--- config.mk ---
export PLATFORM = sky130hd
export DESIGN_NAME = ex_stage
export DESIGN_NICKNAME = d
export VERILOG_FILES = /design/src/rtl/ex_stage.sv
export SDC_FILE = /design/constraint.sdc
export NUM_CORES = 1
export LEC_CHECK = 0
export ABC_CLOCK_PERIOD_IN_PS = 3000
export CAP_MARGIN = 20
export CORE_MARGIN = 2
export CORE_UTILIZATION = 35
export DETAILED_ROUTE_END_ITERATION = 10
export DONT_BUFFER_PORTS = 1
export GPL_TIMING_DRIVEN = 1
export SYNTH_ARGS = -nofsm -noshare
export SYNTH_HDL_FRONTEND = slang
export SYNTH_SLANG_ARGS = --single-unit
export TNS_END_PERCENT = 50
--- constraint.sdc ---
create_clock -name clk -period 3 [get_ports clk]
set_input_delay 0.6 -clock clk [delete_from_list [all_inputs] [get_ports clk]]
set_output_delay 0.6 -clock clk [all_outputs]
set_load 0.01 [all_outputs]
--- src/rtl/ex_stage.sv ---
// Execute stage of the 8-bit IF/ID/EX pipeline: registered single-cycle ALU plus an optional
// 8-cycle shift-add multiplier with ID/EX stall, enabled by defining EX_MUL_EN.
module ex_stage (
  input  logic       clk,
  input  logic       rst,
  input  logic [3:0] opcode_in,
  input  logic [7:0] A_in,
  input  logic [7:0] B_in,
  output logic       stall_out,
  output logic [7:0] result_out,
  output logic [7:0] result_hi_out,
  output logic       zero_out,
  output logic       carry_out,
  output logic       valid_out,
  output logic       illegal_out
);

  localparam logic [3:0] OP_NOP = 4'h0;
  localparam logic [3:0] OP_ADD = 4'h1;
  localparam logic [3:0] OP_SUB = 4'h2;
  localparam logic [3:0] OP_AND = 4'h3;
  localparam logic [3:0] OP_OR  = 4'h4;
  localparam logic [3:0] OP_XOR = 4'h5;
  localparam logic [3:0] OP_NOT = 4'h6;
  localparam logic [3:0] OP_SHL = 4'h7;
  localparam logic [3:0] OP_MUL = 4'h8;
  localparam logic [3:0] OP_SHR = 4'h9;

  logic [7:0] alu_res;
  logic       alu_c;
  logic       alu_legal;
  logic       alu_ok;

  // alu_legal covers every defined opcode; alu_ok marks the ones that retire in one cycle.
  always_comb begin
    alu_res   = 8'h00;
    alu_c     = 1'b0;
    alu_legal = 1'b1;
    case (opcode_in)
      OP_NOP: alu_res = 8'h00;
      OP_ADD: {alu_c, alu_res} = {1'b0, A_in} + {1'b0, B_in};
      OP_SUB: begin
        alu_res = A_in - B_in;
        alu_c   = (A_in < B_in);
      end
      OP_AND: alu_res = A_in & B_in;
      OP_OR:  alu_res = A_in | B_in;
      OP_XOR: alu_res = A_in ^ B_in;
      OP_NOT: alu_res = ~A_in;
      OP_SHL: begin
        alu_res = {A_in[6:0], 1'b0};
        alu_c   = A_in[7];
      end
      OP_SHR: begin
        alu_res = {1'b0, A_in[7:1]};
        alu_c   = A_in[0];
      end
`ifdef EX_MUL_EN
      OP_MUL: alu_res = 8'h00;
`endif
      default: alu_legal = 1'b0;
    endcase
  end

  assign alu_ok = alu_legal && (opcode_in != OP_NOP) && (opcode_in != OP_MUL);

`ifdef EX_MUL_EN
  localparam logic [0:0] ST_IDLE     = 1'b0;
  localparam logic [0:0] ST_MUL_BUSY = 1'b1;

  logic [0:0]  state;
  logic [2:0]  cnt;
  logic [15:0] mcand;
  logic [7:0]  mplier;
  logic [15:0] acc;
  logic [15:0] acc_next;

  assign acc_next = acc + (mplier[0] ? mcand : 16'h0000);

  // Low on the final step so ID/EX loads the next instruction on the same edge the product lands.
  assign stall_out = !rst && (((state == ST_IDLE) && (opcode_in == OP_MUL)) ||
                              ((state == ST_MUL_BUSY) && (cnt != 3'd7)));
`else
  assign stall_out = 1'b0;
`endif

  always_ff @(posedge clk) begin
    if (rst) begin
      result_out    <= 8'h00;
      result_hi_out <= 8'h00;
      zero_out      <= 1'b0;
      carry_out     <= 1'b0;
      valid_out     <= 1'b0;
      illegal_out   <= 1'b0;
`ifdef EX_MUL_EN
      state  <= ST_IDLE;
      cnt    <= 3'd0;
      mcand  <= 16'h0000;
      mplier <= 8'h00;
      acc    <= 16'h0000;
`endif
    end
`ifdef EX_MUL_EN
    else if (state == ST_MUL_BUSY) begin
      // Inputs are ignored here; the held MUL opcode cannot restart the multiplier.
      acc         <= acc_next;
      mcand       <= {mcand[14:0], 1'b0};
      mplier      <= {1'b0, mplier[7:1]};
      cnt         <= cnt + 3'd1;
      valid_out   <= 1'b0;
      illegal_out <= 1'b0;
      if (cnt == 3'd7) begin
        result_out    <= acc_next[7:0];
        result_hi_out <= acc_next[15:8];
        zero_out      <= (acc_next[7:0] == 8'h00);
        carry_out     <= (acc_next[15:8] != 8'h00);
        valid_out     <= 1'b1;
        state         <= ST_IDLE;
        cnt           <= 3'd0;
      end
    end
    else if (opcode_in == OP_MUL) begin
      mcand       <= {8'h00, A_in};
      mplier      <= B_in;
      acc         <= 16'h0000;
      cnt         <= 3'd0;
      state       <= ST_MUL_BUSY;
      valid_out   <= 1'b0;
      illegal_out <= 1'b0;
    end
`endif
    else if (alu_ok) begin
      result_out    <= alu_res;
      result_hi_out <= 8'h00;
      zero_out      <= (alu_res == 8'h00);
      carry_out     <= alu_c;
      valid_out     <= 1'b1;
      illegal_out   <= 1'b0;
    end
    else begin
      valid_out   <= 1'b0;
      illegal_out <= !alu_legal;
    end
  end

endmodule
=== After elaboration in Yosys (flattened, before gate mapping) ===
Index checks and enable logic that the tools add are counted.

* Register bits: 12
* Word-level logic and storage cells: 33
* Input port bits: 22

* Bitwise operators: 4
* Equality and inequality tests: 9
* Magnitude comparators: 1
* Add/subtract/negate cells: 2
* Multiplexer cells: 4
* Reductions and logical operators: 8

{| class="wikitable"
|+ Operators with widths
! cell !! count
|-
| one-hot mux 8 bit (8 select lines) || 1
|-
| == test 4 x 3 -> 1 bit (second input constant) || 4
|-
| adder 8 x 8 -> 9 bit || 1
|-
| OR reduction 9 bit || 1
|-
| AND 8 bit || 1
|-
| == test 4 x 2 -> 1 bit (second input constant) || 2
|-
| logical NOT 8 bit || 1
|-
| < comparator 8 bit || 1
|-
| NOT 8 bit || 1
|-
| OR 8 bit || 1
|-
| subtractor 8 bit || 1
|-
| bitwise XOR 8 bit || 1
|-
| == test 4 x 1 -> 1 bit (second input constant) || 1
|-
| == test 4 bit (second input constant) || 1
|-
| logical NOT 4 bit || 1
|-
| != test 4 bit (second input constant) || 1
|-
| one-hot mux 1 bit (4 select lines) || 1
|-
| nonzero test 4 bit || 1
|-
| logical AND 1 bit || 2
|-
| two-way mux 1 bit || 2
|-
| OR reduction 2 bit || 1
|-
| logical NOT 1 bit || 1
|}

=== Depth between registers and ports, before layout ===
* Word-level depth: 6
* Mapped depth: 10
* Gate-level depth less buffers: 10

=== Worst setup path after synthesis ===
No wires, ideal clock.

* Path type: input -> register
* Start point: input port A_in[3]
* End point: register zero_out
* Data required time: 2.883 ns
* Data arrival time: 2.480 ns
* Slack: 0.402 ns
* Buffers on the path: 0
* Stages on the path: 8
* Path through: inv_1 ha_1 a21oi_1 o221ai_1 or4b_2 a31oi_1 a211oi_1 a32o_1

* Cells in the longest elaborated chain, start to end: 3

{| class="wikitable"
|+ RTL lines
! element !! line !! RTL
|-
| start: declaration || 7 || <nowiki>input logic [7:0] A_in,</nowiki>
|-
| subtractor 8 bit (tied with other cells) || 43 || <nowiki>alu_res = A_in - B_in;</nowiki>
|-
| one-hot mux 8 bit (8 select lines) (*) || 39 || <nowiki>case (opcode_in)</nowiki>
|-
| logical NOT 8 bit (*) || 135 || <nowiki>zero_out <= (alu_res == 8'h00);</nowiki>
|-
| end signal: assignment || 135 ||
|-
| end: declaration || 12 || <nowiki>output logic zero_out,</nowiki>
|}

Mark *: on every way between the ends. The rest lies on a longest branch, timed or not.
A chain may end at the register's enable or synchronous reset.

=== Worst setup path after layout ===
* Start point: input port A_in[0]
* End point: register zero_out

Same word-level chain as after synthesis.

==> impl_metrics.toml <==
[outcome]
status = "complete, no violations"

[critical_path]
critPathSlowestCell = "fa_1"
critPathTopFamily = "simple AND/OR/NAND/NOR gates"
critPathKind = "in2reg"
critPathCaptureType = "flop"
crit_required_ns = 3.18
crit_top_cell = "nor4_1"
worst-path-max-fanout = 4
path_depth = 11
r2r_cells = 3
cp-start-kind = "input port"
path_cells = "inv_1, ha_1, fa_1, xnor2_1, o22ai_1, nor4_1, buf_4, nand2_1, nor4_1, and4_1, a32o_1"
cp.buffers_inverters = 2
critPathMaxStageDelay_ns = 0.44
cp.arrival_ns = 2.75

[place]
place_inst = 311
post-place-ws_ns = 0.152
dpl-instance-area_um2 = 1890
detailed_place_hpwl_um = 3940
port-buffer-count = 0
gp_congestion = 0.889

[timing]
tightestPinTransition_ns = 0.571
drv_slew = 0
period_share_pct = 85.9
setup_violations = 0
hold_viol = 0
hold_slack_ns = 0.430
worst_slack_ns = 0.423
period_needed_ns = 2.58
relSlewSlack_pct = 61.8
rsz0062_at_grt = "false"
fmax_ghz = 0.388
fin_skew_ns = 0
tns_ns = 0

[die]
die_h_um = 77.5
die_x_um = 77.5
io_pins = 43
fp.dieArea_um2 = 6010
start_util_pct = 36.6
rows = 26
coreArea_um2 = 5170

[hold_path]
whs_path_depth = 1
hp-class = "in2reg"

[route]
drt-initial-drc-count = 173
drc = 0
vias_per_cell = 5.73
drtAntennaViolNets = 0
drt-total-wl_um = 5060
via_count = 1798
drtPass1Iterations = 4
post_drt_wl_per_cell_um = 16.1

[synthesis]
syn-cell-area_um2 = 1890
yosysSeqAreaShare_pct = 12.7
synth_cell_types = 58
synthFlopType = "dfxtp_1"
synth_edf_count = 0
yosysWarningCount = 0
synth.ff_latch_count = 12
syn_avg_cell_area_um2 = 7.42
synthArstFlopShare_pct = 0
syn_inst = 255

[clock_tree]
cts-root-buf = "clkbuf_8"
cts_resized = 0
cts_buffers = 3
cts_tree = "done"
cts.sinks = 12
ctsHoldBuffers = 0
h-tree-depth = 1
cts_setup_buffers = 0
insertion_delay_ns = 0.23
path_clk_slew_ns = 0.05
clockBufferDepth = 2

[final_layout]
layout.nets = 294
nFillCells = 549
insertedDiodeCount = 0
area_growth_pct = 1.98
drive_gt1_share_pct = 8.20
fin_util_pct = 37.3
fin_cells = 314
fin_area_um2 = 1930

[global_route]
grt_max_degree = 32
grt_pass1_wl_um = 8600
grt.overflow.total = 0
antenna_found_initial = 0
grt_pass1_vias = 1688
grtUsageTotal_pct = 17.3

[pwr]
cellPowerDensity_nw_per_um2 = 287
p_total_uw = 554
ir_drop_uv = 169
p_leak_nw = 0.797

[flow_run]
cap_violations = 0
==> power by group <==
| group | internal (mW) | switching, mW |
|---|---|---|
| registers | 0.173 | 0.0138 |
| clock network | 0.0877 | 0.0500 |
| logic | 0.102 | 0.127 |
==> layout by cell type, fill, tap and decap left out, types with 2 or more instances in the layout <==
cell | synthesis | final
a211oi_1 | 2 | 2
a21o_1 | 2 | 2
a21oi_1 | 29 | 29
a221oi_1 | 2 | 2
a22oi_1 | 3 | 3
a31oi_1 | 6 | 6
buf_4 | 9 | 3
clkbuf_8 | 0 | 3
conb_1 | 1 | 9
dfxtp_1 | 12 | 12
fa_1 | 2 | 2
ha_1 | 24 | 24
inv_1 | 22 | 22
mux2_2 | 5 | 5
nand2_1 | 12 | 12
nand2b_1 | 5 | 5
nand3_1 | 5 | 5
nand3b_1 | 5 | 5
nor2_1 | 22 | 22
nor2b_1 | 8 | 8
nor3_1 | 7 | 7
nor3b_1 | 2 | 2
nor4_1 | 2 | 2
o21ai_0 | 8 | 8
o221ai_1 | 2 | 2
o22a_1 | 4 | 4
o22ai_1 | 4 | 4
o2bb2ai_1 | 2 | 2
o31ai_1 | 2 | 2
o32ai_1 | 2 | 2
or4b_2 | 2 | 2
xnor2_1 | 3 | 3
==> final cells by class <==
type / instances / area (µm²) / share of cell area, %
Multi-Input combinational cell: 204 / 1460 / 75.4
Sequential cell: 12 / 240 / 12.4
Tap cell: 70 / 87.6 / 4.54
Inverter: 22 / 82.6 / 4.28
Clock buffer: 3 / 41.3 / 2.14
Timing Repair Buffer: 3 / 22.5 / 1.17
==> cells by family (layout without fill, tap and decap cells) <==
group | after synthesis | count (layout) | share of synthesized area [%]
compound gates | 82 | 82 | 28.9
xor+xnor | 4 | 4 | 1.85
fa+ha+maj | 26 | 26 | 18.0
buf+inv | 47 | 28 | 12.0
flops | 12 | 12 | 12.7
mux | 7 | 7 | 4.69
other cells | 1 | 9 | 0.198
simple gates | 76 | 76 | 21.7
==> worst register-to-register path, cell delays in order (launching register included) <==
cell and delay (ns):
dfxtp_1 0.36, a221o_1 0.33, a31oi_1 0.13, a21oi_1 0.08
==> per-layer routing <==
layer  wire length [µm]  vias up  track usage (%)
met4                 72        0             3.93
li1                   -      874                -
met2               2290       82             27.3
met1               2250      835             24.3
met5                  0        -                0
met3                449        7             3.14
==> synth_stat cells, types with 3 or more instances <==
cell type,count,area [µm²]
a21oi_1,29,145
ha_1,24,300
inv_1,22,82.6
nor2_1,22,82.6
dfxtp_1,12,240
nand2_1,12,45.0
clkbuf_1,11,41.3
buf_4,9,67.6
nor2b_1,8,50.1
o21ai_0,8,40.0
nor3_1,7,35.0
a31oi_1,6,37.5
mux2_2,5,56.3
nand2b_1,5,31.3
nand3_1,5,25.0
nand3b_1,5,37.5
o22a_1,4,35.0
o22ai_1,4,25.0
a22oi_1,3,22.5
xnor2_1,3,26.3
==> flip-flops by register name, summed over array words and instances, names as in the netlist <==
register	flops
carry_out	1
illegal_out	1
result_out	8
valid_out	1
zero_out	1
==> path summary, 6_finish.rpt <==
check | start | to | slack (ns)
max | A_in[0] | zero_out | 0.42
min | rst | result_out[2] | 0.43
max reg2reg | carry_out | carry_out | 1.99
min reg2reg | result_out[2] | result_out[2] | 0.50
No activity file was read; power rests on OpenSTA's default activity.
